[src/rtl/shift_pkg.sv]
//------------------------------------------------------------------------------
// Module : shift_pkg
// Brief  : Shared types and helpers for the shift_load_ctrl feeder.
// Rev    : 1.0 - initial release
//------------------------------------------------------------------------------
`default_nettype none

package shift_pkg;

    typedef enum logic [1:0] {
        IDLE   = 2'd0,
        SHIFT  = 2'd1,
        ROTATE = 2'd2,
        CHECK  = 2'd3
    } state_t;

    function automatic int cnt_width(input int msb);
        return $clog2(msb + 1);
    endfunction

    // Rotations operate on the low w bits of a 64-bit carrier so one function serves any width.
    function automatic logic [63:0] rotl(input logic [63:0] v, input int w, input int n);
        logic [63:0] mask;
        logic [63:0] vm;
        mask = (64'd1 << w) - 64'd1;
        vm   = v & mask;
        return ((vm << n) | (vm >> (w - n))) & mask;
    endfunction

    function automatic logic [63:0] rotr(input logic [63:0] v, input int w, input int n);
        logic [63:0] mask;
        logic [63:0] vm;
        mask = (64'd1 << w) - 64'd1;
        vm   = v & mask;
        return ((vm >> n) | (vm << (w - n))) & mask;
    endfunction

endpackage

`default_nettype wire

[src/rtl/shift_frame_check.sv]
//------------------------------------------------------------------------------
// Module : shift_frame_check
// Brief  : Holds the expected word and compares/captures the register on strobe.
// Rev    : 1.0 - initial release
//------------------------------------------------------------------------------
`default_nettype none

module shift_frame_check
    import shift_pkg::*;
#(
    parameter int MSB = 8
) (
    input  logic           clk,
    input  logic           rstn,
    input  logic           load,
    input  logic [MSB-1:0] exp_in,
    input  logic           strobe,
    input  logic [MSB-1:0] sr_out,
    output logic           frame_done,
    output logic           frame_match,
    output logic [MSB-1:0] frame_word
);

    logic [MSB-1:0] r_exp;
    logic           r_done;
    logic           r_match;
    logic [MSB-1:0] r_word;

    always_ff @(posedge clk or negedge rstn) begin
        if (!rstn) begin
            r_exp   <= '0;
            r_done  <= 1'b0;
            r_match <= 1'b0;
            r_word  <= '0;
        end else begin
            r_done <= strobe;
            if (load) begin
                r_exp <= exp_in;
            end
            if (strobe) begin
                r_word  <= sr_out;
                r_match <= (sr_out == r_exp);
            end
        end
    end

    assign frame_done  = r_done;
    assign frame_match = r_match;
    assign frame_word  = r_word;

endmodule

`default_nettype wire

[src/rtl/shift_load_ctrl.sv]
//------------------------------------------------------------------------------
// Module : shift_load_ctrl
// Brief  : Serializes a parallel word into bidir_shift_reg, rotates, then checks.
// Rev    : 1.0 - initial release
//------------------------------------------------------------------------------
`default_nettype none

module shift_load_ctrl
    import shift_pkg::*;
#(
    parameter int MSB   = 8,
    parameter int CNT_W = cnt_width(MSB)
) (
    input  logic             clk,
    input  logic             rstn,
    input  logic [MSB-1:0]   word_in,
    input  logic             dir_in,
    input  logic [CNT_W-1:0] rot_in,
    input  logic             word_valid,
    output logic             word_ready,
    output logic             sr_d,
    output logic             sr_en,
    output logic             sr_dir,
    output logic             sr_circular,
    output logic             sr_carry_in,
    input  logic [MSB-1:0]   sr_out,
    output logic             busy,
    output logic             frame_done,
    output logic             frame_match,
    output logic [MSB-1:0]   frame_word
);

    localparam logic [CNT_W-1:0] c_LAST = CNT_W'(MSB - 1);
    localparam logic [CNT_W-1:0] c_ONE  = CNT_W'(1);

    state_t           r_state, w_state_nxt;
    logic [MSB-1:0]   r_word;
    logic             r_dir;
    logic [CNT_W-1:0] r_rot, r_bit_cnt, r_rot_cnt;
    logic [CNT_W-1:0] w_bit_cnt_nxt, w_rot_cnt_nxt;
    logic             r_chk_ph, w_chk_ph_nxt;
    logic             r_sr_d, r_sr_en, r_sr_circ, r_busy;
    logic             w_sr_d_nxt, w_sr_en_nxt, w_sr_circ_nxt;
    logic             w_accept, w_strobe;
    logic [CNT_W-1:0] w_rot_sat, w_next_idx, w_sel;
    logic [MSB-1:0]   w_word_sh, w_exp;

    assign w_rot_sat  = (rot_in >= CNT_W'(MSB)) ? c_LAST : rot_in;
    // Next bit position, mirrored for MSB-first loads; shifting avoids an over-wide index.
    assign w_next_idx = r_bit_cnt + c_ONE;
    assign w_sel      = r_dir ? w_next_idx : (c_LAST - w_next_idx);
    assign w_word_sh  = r_word >> w_sel;
    assign w_exp      = dir_in ? MSB'(rotr(64'(word_in), MSB, int'(w_rot_sat)))
                               : MSB'(rotl(64'(word_in), MSB, int'(w_rot_sat)));

    always_comb begin
        w_state_nxt   = r_state;
        w_bit_cnt_nxt = r_bit_cnt;
        w_rot_cnt_nxt = r_rot_cnt;
        w_chk_ph_nxt  = r_chk_ph;
        w_sr_d_nxt    = 1'b0;
        w_sr_en_nxt   = 1'b0;
        w_sr_circ_nxt = 1'b0;
        w_accept      = 1'b0;
        w_strobe      = 1'b0;
        case (r_state)
            IDLE: begin
                if (word_valid) begin
                    w_accept      = 1'b1;
                    w_state_nxt   = SHIFT;
                    w_bit_cnt_nxt = '0;
                    w_sr_en_nxt   = 1'b1;
                    w_sr_d_nxt    = dir_in ? word_in[0] : word_in[MSB-1];
                end
            end
            SHIFT: begin
                if (r_bit_cnt == c_LAST) begin
                    w_bit_cnt_nxt = '0;
                    if (r_rot != '0) begin
                        w_state_nxt   = ROTATE;
                        w_rot_cnt_nxt = '0;
                        w_sr_en_nxt   = 1'b1;
                        w_sr_circ_nxt = 1'b1;
                    end else begin
                        w_state_nxt  = CHECK;
                        w_chk_ph_nxt = 1'b0;
                    end
                end else begin
                    w_bit_cnt_nxt = w_next_idx;
                    w_sr_en_nxt   = 1'b1;
                    w_sr_d_nxt    = w_word_sh[0];
                end
            end
            ROTATE: begin
                if (r_rot_cnt == (r_rot - c_ONE)) begin
                    w_state_nxt  = CHECK;
                    w_chk_ph_nxt = 1'b0;
                end else begin
                    w_rot_cnt_nxt = r_rot_cnt + c_ONE;
                    w_sr_en_nxt   = 1'b1;
                    w_sr_circ_nxt = 1'b1;
                end
            end
            CHECK: begin
                // Strobe in the settle cycle so the registered done/match appear in the second.
                if (!r_chk_ph) begin
                    w_strobe     = 1'b1;
                    w_chk_ph_nxt = 1'b1;
                end else begin
                    w_chk_ph_nxt = 1'b0;
                    w_state_nxt  = IDLE;
                end
            end
            default: w_state_nxt = IDLE;
        endcase
    end

    always_ff @(posedge clk or negedge rstn) begin
        if (!rstn) begin
            r_state   <= IDLE;
            r_word    <= '0;
            r_dir     <= 1'b0;
            r_rot     <= '0;
            r_bit_cnt <= '0;
            r_rot_cnt <= '0;
            r_chk_ph  <= 1'b0;
            r_sr_d    <= 1'b0;
            r_sr_en   <= 1'b0;
            r_sr_circ <= 1'b0;
            r_busy    <= 1'b0;
        end else begin
            r_state   <= w_state_nxt;
            r_bit_cnt <= w_bit_cnt_nxt;
            r_rot_cnt <= w_rot_cnt_nxt;
            r_chk_ph  <= w_chk_ph_nxt;
            r_sr_d    <= w_sr_d_nxt;
            r_sr_en   <= w_sr_en_nxt;
            r_sr_circ <= w_sr_circ_nxt;
            r_busy    <= (w_state_nxt != IDLE);
            if (w_accept) begin
                r_word <= word_in;
                r_dir  <= dir_in;
                r_rot  <= w_rot_sat;
            end
        end
    end

    shift_frame_check #(
        .MSB (MSB)
    ) u_check (
        .clk         (clk),
        .rstn        (rstn),
        .load        (w_accept),
        .exp_in      (w_exp),
        .strobe      (w_strobe),
        .sr_out      (sr_out),
        .frame_done  (frame_done),
        .frame_match (frame_match),
        .frame_word  (frame_word)
    );

    assign word_ready  = (r_state == IDLE);
    assign busy        = r_busy;
    assign sr_d        = r_sr_d;
    assign sr_en       = r_sr_en;
    assign sr_dir      = r_dir;
    assign sr_circular = r_sr_circ;
    assign sr_carry_in = 1'b0;

endmodule

`default_nettype wire

[config.mk]
export PLATFORM = sky130hd
export DESIGN_NAME = shift_load_ctrl
export DESIGN_NICKNAME = d
export VERILOG_FILES = /design/src/rtl/shift_pkg.sv /design/src/rtl/shift_frame_check.sv /design/src/rtl/shift_load_ctrl.sv
export SDC_FILE = /design/constraint.sdc
export NUM_CORES = 1
export LEC_CHECK = 0
export BUFFER_PORTS_ARGS = -buffer_cell sky130_fd_sc_hd__buf_2
export CAP_MARGIN = 20
export CORE_UTILIZATION = 45
export CTS_CLUSTER_SIZE = 30
export DETAILED_ROUTE_END_ITERATION = 6
export SYNTH_ARGS = -nofsm -noshare
export SYNTH_HDL_FRONTEND = slang
export SYNTH_SLANG_ARGS = --single-unit
[constraint.sdc]
create_clock -name clk -period 2.65 [get_ports clk]
set_input_delay 0.3975 -clock clk [delete_from_list [all_inputs] [get_ports clk]]
set_output_delay 0.3975 -clock clk [all_outputs]
set_load 0.01 [all_outputs]
==> Word level (Yosys, flattened, before mapping) <==
Cells that the tools add are included.
{ "totals": {"regBits": 46, "inputBits": 24, "out_inout_bits": 17, "elab_cells": 83} }
{ "classes": {"add_sub_neg": 5, "n_lt_le_gt_ge": 1, "n_eq_ne": 12, "shift": 5, "n_mux": 34, "n_bitwise": 2, "n_reduce_logical": 9} }
{ "op_table": {"columns": ["cell", "count"], "rows": [
  ["left shift 8 x 32 -> 8 bit", 1],
  ["right shift 8 x 32 -> 8 bit", 1],
  ["two-way mux 4 bit", 7],
  ["bitwise OR 8 bit", 2],
  ["case mux 4 bit (2 select lines)", 2],
  ["two-way mux 1 bit", 15],
  ["!= test 2 bit, second input constant", 6],
  ["adder 4 x 1 -> 4 bit, second input constant", 2],
  ["== test 8 bit", 1],
  ["two-way mux 2 bit", 4],
  ["two-way mux 8 bit", 1],
  ["case mux 2 bit (4 select lines)", 1],
  ["AND reduction 4 bit", 2],
  ["left shift 8 x 4 -> 8 bit", 1],
  ["right shift 8 x 4 -> 1 bit", 1],
  ["right shift 8 x 4 -> 8 bit", 1],
  ["case mux 1 bit (3 select lines)", 2],
  ["nonzero test 2 bit", 3],
  ["subtractor 4 x 4 -> 5 bit, first input constant", 1],
  ["== test 2 bit, second input constant", 2],
  ["== test 4 x 3 -> 1 bit, second input constant", 1],
  ["== test 4 bit", 1],
  [">= comparator 4 bit, second input constant", 1],
  ["case mux 1 bit (2 select lines)", 2],
  ["7 further kinds", 7]
]} }

==> Logic depth before layout (Yosys ltp) <==
Gate-level depths: netlist (run 1).
{ "depth": {"depth_word": 6, "mapped_depth": 11, "mapped_depth_nobuf": 8} }

==> Modules after synthesis <==
A second synthesis (run 1) with hierarchy kept.
{ "hier_totals": {"cells_unflattened": 371, "area_unflattened_um2": 3472.1} }
{ "modules_own_cells": {"columns": ["mod", "n_inst", "cells_each", "area_per_inst_um2", "seq_area_each_um2"], "rows": [
  ["shift_load_ctrl", 1, 323, 2721.4, 700.7],
  ["shift_frame_check", 1, 48, 750.7, 450.4]
]} }

==> Worst setup path before layout (run 1) <==
No wires, ideal clock.
{ "synth_timing": {"kind": "input -> register", "from": "in rot_in[3]", "to": "reg u_check.r_exp[4]", "setup_time_ns": 0.099, "arrival_ns": 2.369, "required_time_ns": 2.551, "setup_slack_ns": 0.182, "cell_stages": 10, "path_buffers": 4, "path_cell_list": "buf_6 > buf_2 > buf_2 > nor2_2 > ha_1 > clkbuf_1 > nor4_2 > a31oi_1 > and4_1 > a311oi_1"} }
{ "synth_via": {"elab_chain_cells": 6, "elab_cells_between_ends": 10, "classes_between": "1 x add/sub; 1 x order compare; 4 x shift; 2 x mux; 2 x bitwise"} }
{ "synth_lines": {"columns": ["item", "line", "text"], "rows": [
  ["start: declaration", "shift_load_ctrl.sv:18", "input logic [CNT_W-1:0] rot_in,"],
  [">= comparator 4 bit", "shift_load_ctrl.sv:48", "assign w_rot_sat = (rot_in >= CNT_W'(MSB)) ? c_LAST : rot_in;"],
  ["two-way mux 4 bit (*)", "shift_load_ctrl.sv:48", null],
  ["subtractor 4 x 4 -> 5 bit", "shift_pkg.sv:27, shift_pkg.sv:35", null],
  ["right shift 8 x 32 -> 8 bit or left shift 8 x 32 -> 8 bit (tied branches)", "shift_pkg.sv:27, shift_pkg.sv:35", null],
  ["bitwise OR 8 bit (on tied branches)", "shift_pkg.sv:27, shift_pkg.sv:35", null],
  ["two-way mux 8 bit (*)", "shift_load_ctrl.sv:53", "assign w_exp = dir_in ? MSB'(rotr(64'(word_in), MSB, int'(w_rot_sat)))"],
  ["end signal: assignment", "shift_frame_check.sv:38", "r_exp <= exp_in;"],
  ["end: declaration", "shift_frame_check.sv:24", "logic [MSB-1:0] r_exp;"]
]} }
Every way passes the cells marked *; elsewhere a longest branch is shown, timed or not.
A chain may end at the register's enable or synchronous reset.

==> Worst setup path after layout (run 1) <==
{ "layout_timing": {"from": "in rot_in[3]", "to": "reg u_check.r_exp[5]"} }
The elaborated chain is that of the path after synthesis.

==> summary.md, run 1 <==
| Metric | Value |
|---|---|
| First drt pass iteration count | 6 |
| CP max FO | 10 |
| Least-Margin Pin Slew | 598 ps |
| Hold_buf cts | 0 |
| Worst Slack Setup Final | 590 ps |
| Final HPWL DP | 7.39 mm |
| Main combinational cell family by area after synthesis | simple AND/OR/NAND/NOR gates |
| Most common cell after layout, fill and taps aside | nand2_1 |
| CTS Sinks | 46 |
| DRC viols | 0 |
| Post-synth top flop | dfrtp_1 |
| Die Footprint | 8430 um^2 |
| Synth Area in Adders | 0.0310 |
| Finished Cell Area | 4020 um^2 |
| Data required time of the critical path | 2890 ps |
| Setup crit start | rot_in[3] |
| Share of layout cells above drive strength 1 | 0.222 |
| Max cap viols | 0 |
| Total negative slack | 0 ps |
| Fin. max-slew vios | 0 |
| Post-synth ARST share | 1.00 |
| Hold Violations, Final | 7 |
| Nets | around 490 |
| Synthesized area | 3630 um^2 |
| Worst r2r dst | r_rot_cnt[0]$_DFFE_PN0P_ |
| Maximum vdd drop | approximately 0.45 mV |
| Worst setup EP type | flop |
| Postcts setup bufs | 0 |
| Power per Cell Area | approximately 800 nW/um^2 |
| Area share of the largest cell type after synthesis | 0.317 |
| CP Class | input pin to flop |
| Clk pin slew, worst setup/hold paths | around 100 ps |
| Later-pin clock latency in the skew report | roughly 300 ps |
| IO Pins | between 40 and 50 |
| Highest clock rate | roughly 490 MHz |
| RSZ-0062 raised after global routing | false |
| Run status | finished with violations |
| EDFF count, synth | 0 |
| Starting Density | 0.467 |
| Worst setup SP type | input pin |
| Clk root buf | clkbuf_8 |
| Overall Power | roughly 3200 uW |
| Layout area overhead | 10.8% |
| Post-synthesis cell type count | ~70 |
| CP peak stage delay | ~500 ps |
| Xor/xnor share of the synthesized area | 0.0448 |
| Largest net degree at the start of global routing | 34 |
| Area share of and/or/nand/nor cells after synthesis | 0.219 |
| Core Area | between 7000 and 8000 um^2 |
| Relative slew slack | 0.590 |
| Initial antenna violation count | 0 |
| Post-Route WL | between 9 and 10 mm |
| Most frequent cells in the layout | 75 x nand2_1, 46 x dfrtp_1, 39 x buf_2 |
| Final min period | just over 2000 ps |
| CTS tree | built |
| Critical Path End | u_check.r_exp[5]$_DFFE_PN0P_ |
| FF-to-FF path depth | 6 |
| Leak | approximately 0.0018 uW |
| Placed instance area | a little under 4000 um^2 |
| Setup Skew | 11.3 ps |
| Post-Syn Instances | ~420 |
| HP Class | input pin to asynchronous set/reset pin |
| IO buf count | 39 |
| Routed vias | ~3400 |
| Total global routing track utilization | 0.254 |
| Placer Congestion | a little under 1 |
| Top cells by area, synth | dfrtp_1 32%, nand2_1 7.8%, mux4_2 6.2%, xnor2_1 3.4%, o21ai_0 3.3% |
| Row count | 32 |
| Hold_ws | -3.40 ps |
| Sequential area share after synthesis | 0.317 |
| Net Count, Synth | between 400 and 500 |
| Violated checks | negative hold slack |
| Die H | about 92 um |
| Grt ovf | 0 |
| Crit path max-delay cell type | or3_1 |
| Synthesized flop and latch total | 46 |
| 1st-iter DRT viols | ~220 |
| Wirelength per Cell | about 18 um |
| Die width | 91.8 um |
| Worst-case clock buffer depth | 2 |
| Crit path cell chain | buf_2 -> buf_4 -> nor2_2 -> ha_1 -> or3_1 -> nand2_2 -> mux2_1 -> o211ai_1 -> a221o_1 |
| Fin crit share | 0.778 |
| Vias in the first global route | approximately 3300 |
| Post-Place Setup Slack | between 300 and 400 ps |
| Reg2Reg Setup Slack | 610 ps |
| Synth warn | 0 |
| Area leader, netlist | dfrtp_1 |
| Post-CTS Resized | 0 |
| Syn avg cell area | approximately 8.6 um^2 |
| Final setup fails | 0 |
| Synth Area in Compound Gates | 0.207 |
| Htree depth | 2 |
| # diodes | 0 |
| First-pass GRT wire length | about 17 mm |
| Routed Antenna Nets | 0 |
| Mux cell area share after synthesis | 0.112 |
| Reg2reg start | r_rot[0]$_DFFE_PN0P_ |
| Vias per cell | a little over 6 |
| Worst EP arrival | approximately 2300 ps |
| Number of CTS-inserted buffers | 5 |
## cell families (layout without fill, tap and decap cells)
| kind of cell | count (synthesis) | in the layout |
|---|---|---|
| AND/OR/NAND/NOR | 161 | 161 |
| AO/OA/AOI/OAI | 109 | 109 |
| buffers and inverters | 52 | 84 |
| flip-flops | 46 | 46 |
| multiplexers | 27 | 27 |
| XOR/XNOR | 17 | 17 |
| adder cells (fa/ha/maj) | 9 | 9 |
| other | 1 | 1 |
## registers in the layout, indices dropped and copies added (netlist names)
name,flops
u_check.frame_word,8
sr_d,1
r_chk_ph,1
r_rot_cnt,4
r_word,8
sr_dir,1
u_check.frame_done,1
busy,1
r_rot,4
r_state,2
sr_en,1
u_check.frame_match,1
r_bit_cnt,4
sr_circular,1
u_check.r_exp,8
## worst max-delay path, delay by kind of cell
kind	cells	cell delay (ps)
muxes	1	330
adders and majority gates	1	270
and+or+nand+nor	3	720
buffers and inverters	2	260
AOI/OAI and AO/OA	2	330
## Yosys cell counts (3+ instances only)
| master | n |
|---|---|
| and2_1 | 5 |
| nor4_1 | 4 |
| or3_1 | 5 |
| inv_1 | 14 |
| mux2_2 | 8 |
| a31oi_1 | 9 |
| a221oi_1 | 3 |
| dfrtp_1 | 46 |
| nand2_1 | 75 |
| nand3b_1 | 3 |
| nand2b_1 | 8 |
| buf_6 | 4 |
| nand4_1 | 4 |
| nor2_1 | 15 |
| ha_1 | 9 |
| o211ai_1 | 11 |
| buf_2 | 12 |
| mux2i_1 | 7 |
| mux4_2 | 10 |
| nand3_1 | 10 |
| a21oi_1 | 18 |
| a32oi_1 | 3 |
| o31ai_1 | 4 |
| o21ai_0 | 24 |
| nor2b_1 | 6 |
| xnor2_1 | 14 |
| o22ai_1 | 3 |
| nor3_1 | 8 |
| o221ai_1 | 3 |
| clkbuf_1 | 21 |
## layout make-up
class | count | area, um^2
Multi-Input combinational cell | 324 | 2240
Inverter | 14 | 52.6
Tap cell | 102 | 128
Clock buffer | 6 | 72.6
Fill cell | 757 | 3750
Timing Repair Buffer | 62 | 368
Sequential cell | 46 | 1150
Clock inverter | 2 | 13.8
## worst min-delay path by stage
stage	from	to	slack [ps]	cells after the start
6_report	rstn	sr_en$_DFF_PN0_	-3	1
5_1_grt	rstn	sr_en$_DFF_PN0_	20	1
4_1_cts	rstn	sr_en$_DFF_PN0_	4	1
3_5_place_dp	rstn	u_check.frame_word[1]$_DFFE_PN0P_	340	1
3_3_place_gp	rstn	u_check.frame_word[1]$_DFFE_PN0P_	330	1
2_1_floorplan	rstn	busy$_DFF_PN0_	100	0
## routing by layer
layer | track usage | up-vias | part of all wire
met4 | 0.0586 | 0 | 0.012
met5 | 0 | - | 0
met2 | 0.401 | 145 | 0.45
li1 | - | 1589 | -
met1 | 0.366 | 1623 | 0.47
met3 | 0.0415 | 10 | 0.067
## through the flow
stage                     cells   util
after global routing        556  0.518
final                       556  0.518
after global placement      548  0.507
after CTS                   556  0.518
after detailed placement    548  0.507
after floorplan             422      -
## power breakdown
group	total, uW	switching, uW	internal [uW]
sequential	1180	207	976
clock	431	245	187
combinational	1600	826	774
No activity file was read; power rests on OpenSTA's default activity.
==> inputs of run 2 (changes only) <==
--- a/config.mk
+++ b/config.mk
@@ -10,6 +10,7 @@
 export CORE_UTILIZATION = 45
 export CTS_CLUSTER_SIZE = 30
 export DETAILED_ROUTE_END_ITERATION = 6
+export PLACE_DENSITY = 0.66
 export SYNTH_ARGS = -nofsm -noshare
 export SYNTH_HDL_FRONTEND = slang
 export SYNTH_SLANG_ARGS = --single-unit
==> constraint.sdc (replaced) <==
create_clock -name clk -period 1.8 [get_ports clk]
set_input_delay 0.27 -clock clk [delete_from_list [all_inputs] [get_ports clk]]
set_output_delay 0.27 -clock clk [all_outputs]
set_load 0.01 [all_outputs]
==> run 2 against run 1 <==
The flow finishes with violations (negative setup slack). Final cell count grew 8.6%. Non-clock buffer count increased by 48. Clock power is 47% higher. Combinational power up 80%.
==> summary.md, run 2 (synthesis results as in run 1) <==
| Metric | Value |
|---|---|
| Run status | finished with violations |
| Violated checks | negative setup slack |
| Die width | 91.8 um |
| Fin crit share | 1.03 |
| Placer Congestion | ~1 |
| Overall Power | 5260 uW |
| Wirelength per Cell | 17.9 um |
| Power per Cell Area | approximately 1200 nW/um^2 |
| IO Pins | 41 |
| Fill count | ~700 |
| Relative slew slack | 0.664 |
| Layer with the highest usage | met2 |
| DRC viols | 0 |
| Finished Cell Area | approximately 4600 um^2 |
| # diodes | 0 |
| Psw | 2060 uW |
| Worst EP arrival | a little over 2000 ps |
| Total global routing track utilization | 0.261 |
| Clk pin slew, worst setup/hold paths | around 90 ps |
| Sequential share of power | 0.332 |
| CP max FO | 3 |
| Pint | around 3200 uW |
| Worst Slack Setup Final | -62.0 ps |
| First-pass GRT wire length | 17.3 mm |
| CP Class | flop to flop |
| IO buf count | 39 |
| Vias in the first global route | 3453 |
| HP Class | input pin to flop |
| Clk root buf | clkbuf_8 |
| Setup Skew | about 6.2 ps |
| First drt pass iteration count | 5 |
| Number of CTS-inserted buffers | 5 |
| Core Area | just under 8000 um^2 |
| Clock share of power | 0.120 |
| Grt ovf | 0 |
| Most common cell after layout, fill and taps aside | nand2_1 |
| Layout area overhead | 25.7% |
| Max cap viols | 0 |
| M2 GR Usage | 0.417 |
| Worst setup EP type | flop |
| Switching Share | 0.392 |
| Reg2reg start | r_rot[0]$_DFFE_PN0P_ |
| Row count | 32 |
| Die Footprint | between 8000 and 9000 um^2 |
| Share of layout cells above drive strength 1 | 0.345 |
| Highest clock rate | roughly 540 MHz |
| Leak | about 0.002 uW |
| Die H | between 90 and 100 um |
| RSZ-0062 raised after global routing | true |
| Worst setup SP type | flop |
| Routed vias | ~3600 |
| Post-Route WL | 10.8 mm |
| Worst-case clock buffer depth | 2 |
| Later-pin clock latency in the skew report | 300 ps |
| CTS tree | built |
| Vias per cell | around 6 |
| Routed Antenna Nets | 0 |
| Initial antenna violation count | 0 |
| GR Layer Usage met1 | 0.358 |
| Final HPWL DP | between 8 and 9 mm |
| Placed instance area | around 4400 um^2 |
| Hold Path Origin | sr_out[1] |
| Fin. max-slew vios | 0 |
| Setup crit start | r_rot[0]$_DFFE_PN0P_ |
| Met3 Track Usage GR | 0.0514 |
| Least-Margin Pin Slew | a little under 500 ps |
| Largest net degree at the start of global routing | 28 |
| Data required time of the critical path | between 1500 and 2000 ps |
| Starting Density | 0.467 |
| CTS Sinks | 46 |
| Nets | roughly 530 |
| Final min period | between 1500 and 2000 ps |
| Maximum vdd drop | 0.596 mV |
| Most frequent cells in the layout | 74 x nand2_1, 66 x buf_4, 46 x dfrtp_1 |
| Htree depth | 2 |
| Power share of the combinational group | 0.548 |
| Final setup fails | 1 |
| Hold Violations, Final | 0 |
| 1st-iter DRT viols | 380 |
-- run 2: changes by cell type in the layout (fill, tap and decap cells not counted), sizes merged --
cell	previous run	this run
buf	62	109
dlygate4sd3	0	1
-- run 2: cell type report --
| class | count | area (um^2) | share of cell area |
|---|---|---|---|
| timing repair buffer | 110 | 763 | 0.167 |
| multi-input combinational | 324 | 2380 | 0.522 |
| inverter | 14 | 55.1 | 0.0121 |
| clock buffer | 6 | 72.6 | 0.0159 |
| clock inverter | 2 | 13.8 | 0.00302 |
| tap | 102 | 128 | 0.0280 |
| sequential | 46 | 1150 | 0.252 |
-- run 2: what timing repair did --
item / in CTS / in global routing
gates cloned: 0 / 0
pin swaps: 3 / 5
hold buffers: 1 / 0
endpoints found under the setup margin: 5 / 17
gates resized for setup: 4 / 14
hold endpoints to repair: 19 / 0
buffers inserted: 2 / 2
-- run 2: worst max-delay path, stage by stage (launching register included) --
cell and delay [ps]:
dfrtp_1 360, inv_2 60, ha_4 260, xor2_2 140, nand3_2 100, or2_4 250
a211oi_2 230, mux2_1 340
-- run 2: worst paths after layout --
| check | end | slack, ps | cells after the start |
|---|---|---|---|
| max | r_chk_ph$_DFFE_PN0P_ | -60 | 7 |
| min | u_check.frame_word[1]$_DFFE_PN0P_ | 200 | 3 |
| max reg2reg | r_chk_ph$_DFFE_PN0P_ | -60 | 7 |
| min reg2reg | u_check.frame_word[1]$_DFFE_PN0P_ | 480 | 2 |
| max in group asynchronous | r_word[5]$_DFFE_PN0P_ | 820 | 3 |
| min in group asynchronous | u_check.frame_word[1]$_DFFE_PN0P_ | 460 | 2 |
-- run 2: stage by stage --
| stage | worst slack [ps] | instances | util | setup TNS [ps] | hold slack [ps] |
|---|---|---|---|---|---|
| 2_1_floorplan | -242 | 422 | - | -1160 | -25.6 |
| 3_3_place_gp | -251 | 591 | 0.562 | -1180 | 247 |
| 4_1_cts | -34.4 | 602 | 0.578 | -36.1 | 189 |
| 5_1_grt | -143 | 604 | 0.588 | -513 | 191 |
| 6_report | -62.0 | 604 | 0.588 | -62.0 | 196 |
| 3_5_place_dp | -229 | 591 | 0.562 | -1350 | 254 |
-- run 2: power groups by stage --
stage	registers, uW	logic [uW]	clock network (uW)
after floorplan	1760	1770	0
after global placement	1730	2650	0
after detailed placement	1750	2700	0
after CTS	1740	2740	656
after global routing	1790	3160	706
final	1740	2880	633
-- run 2: per-layer routing --
layer,up-vias,wire (um)
met1,1728,4650
met4,0,277
met2,194,4970
met5,-,0
met3,30,894
li1,1687,-
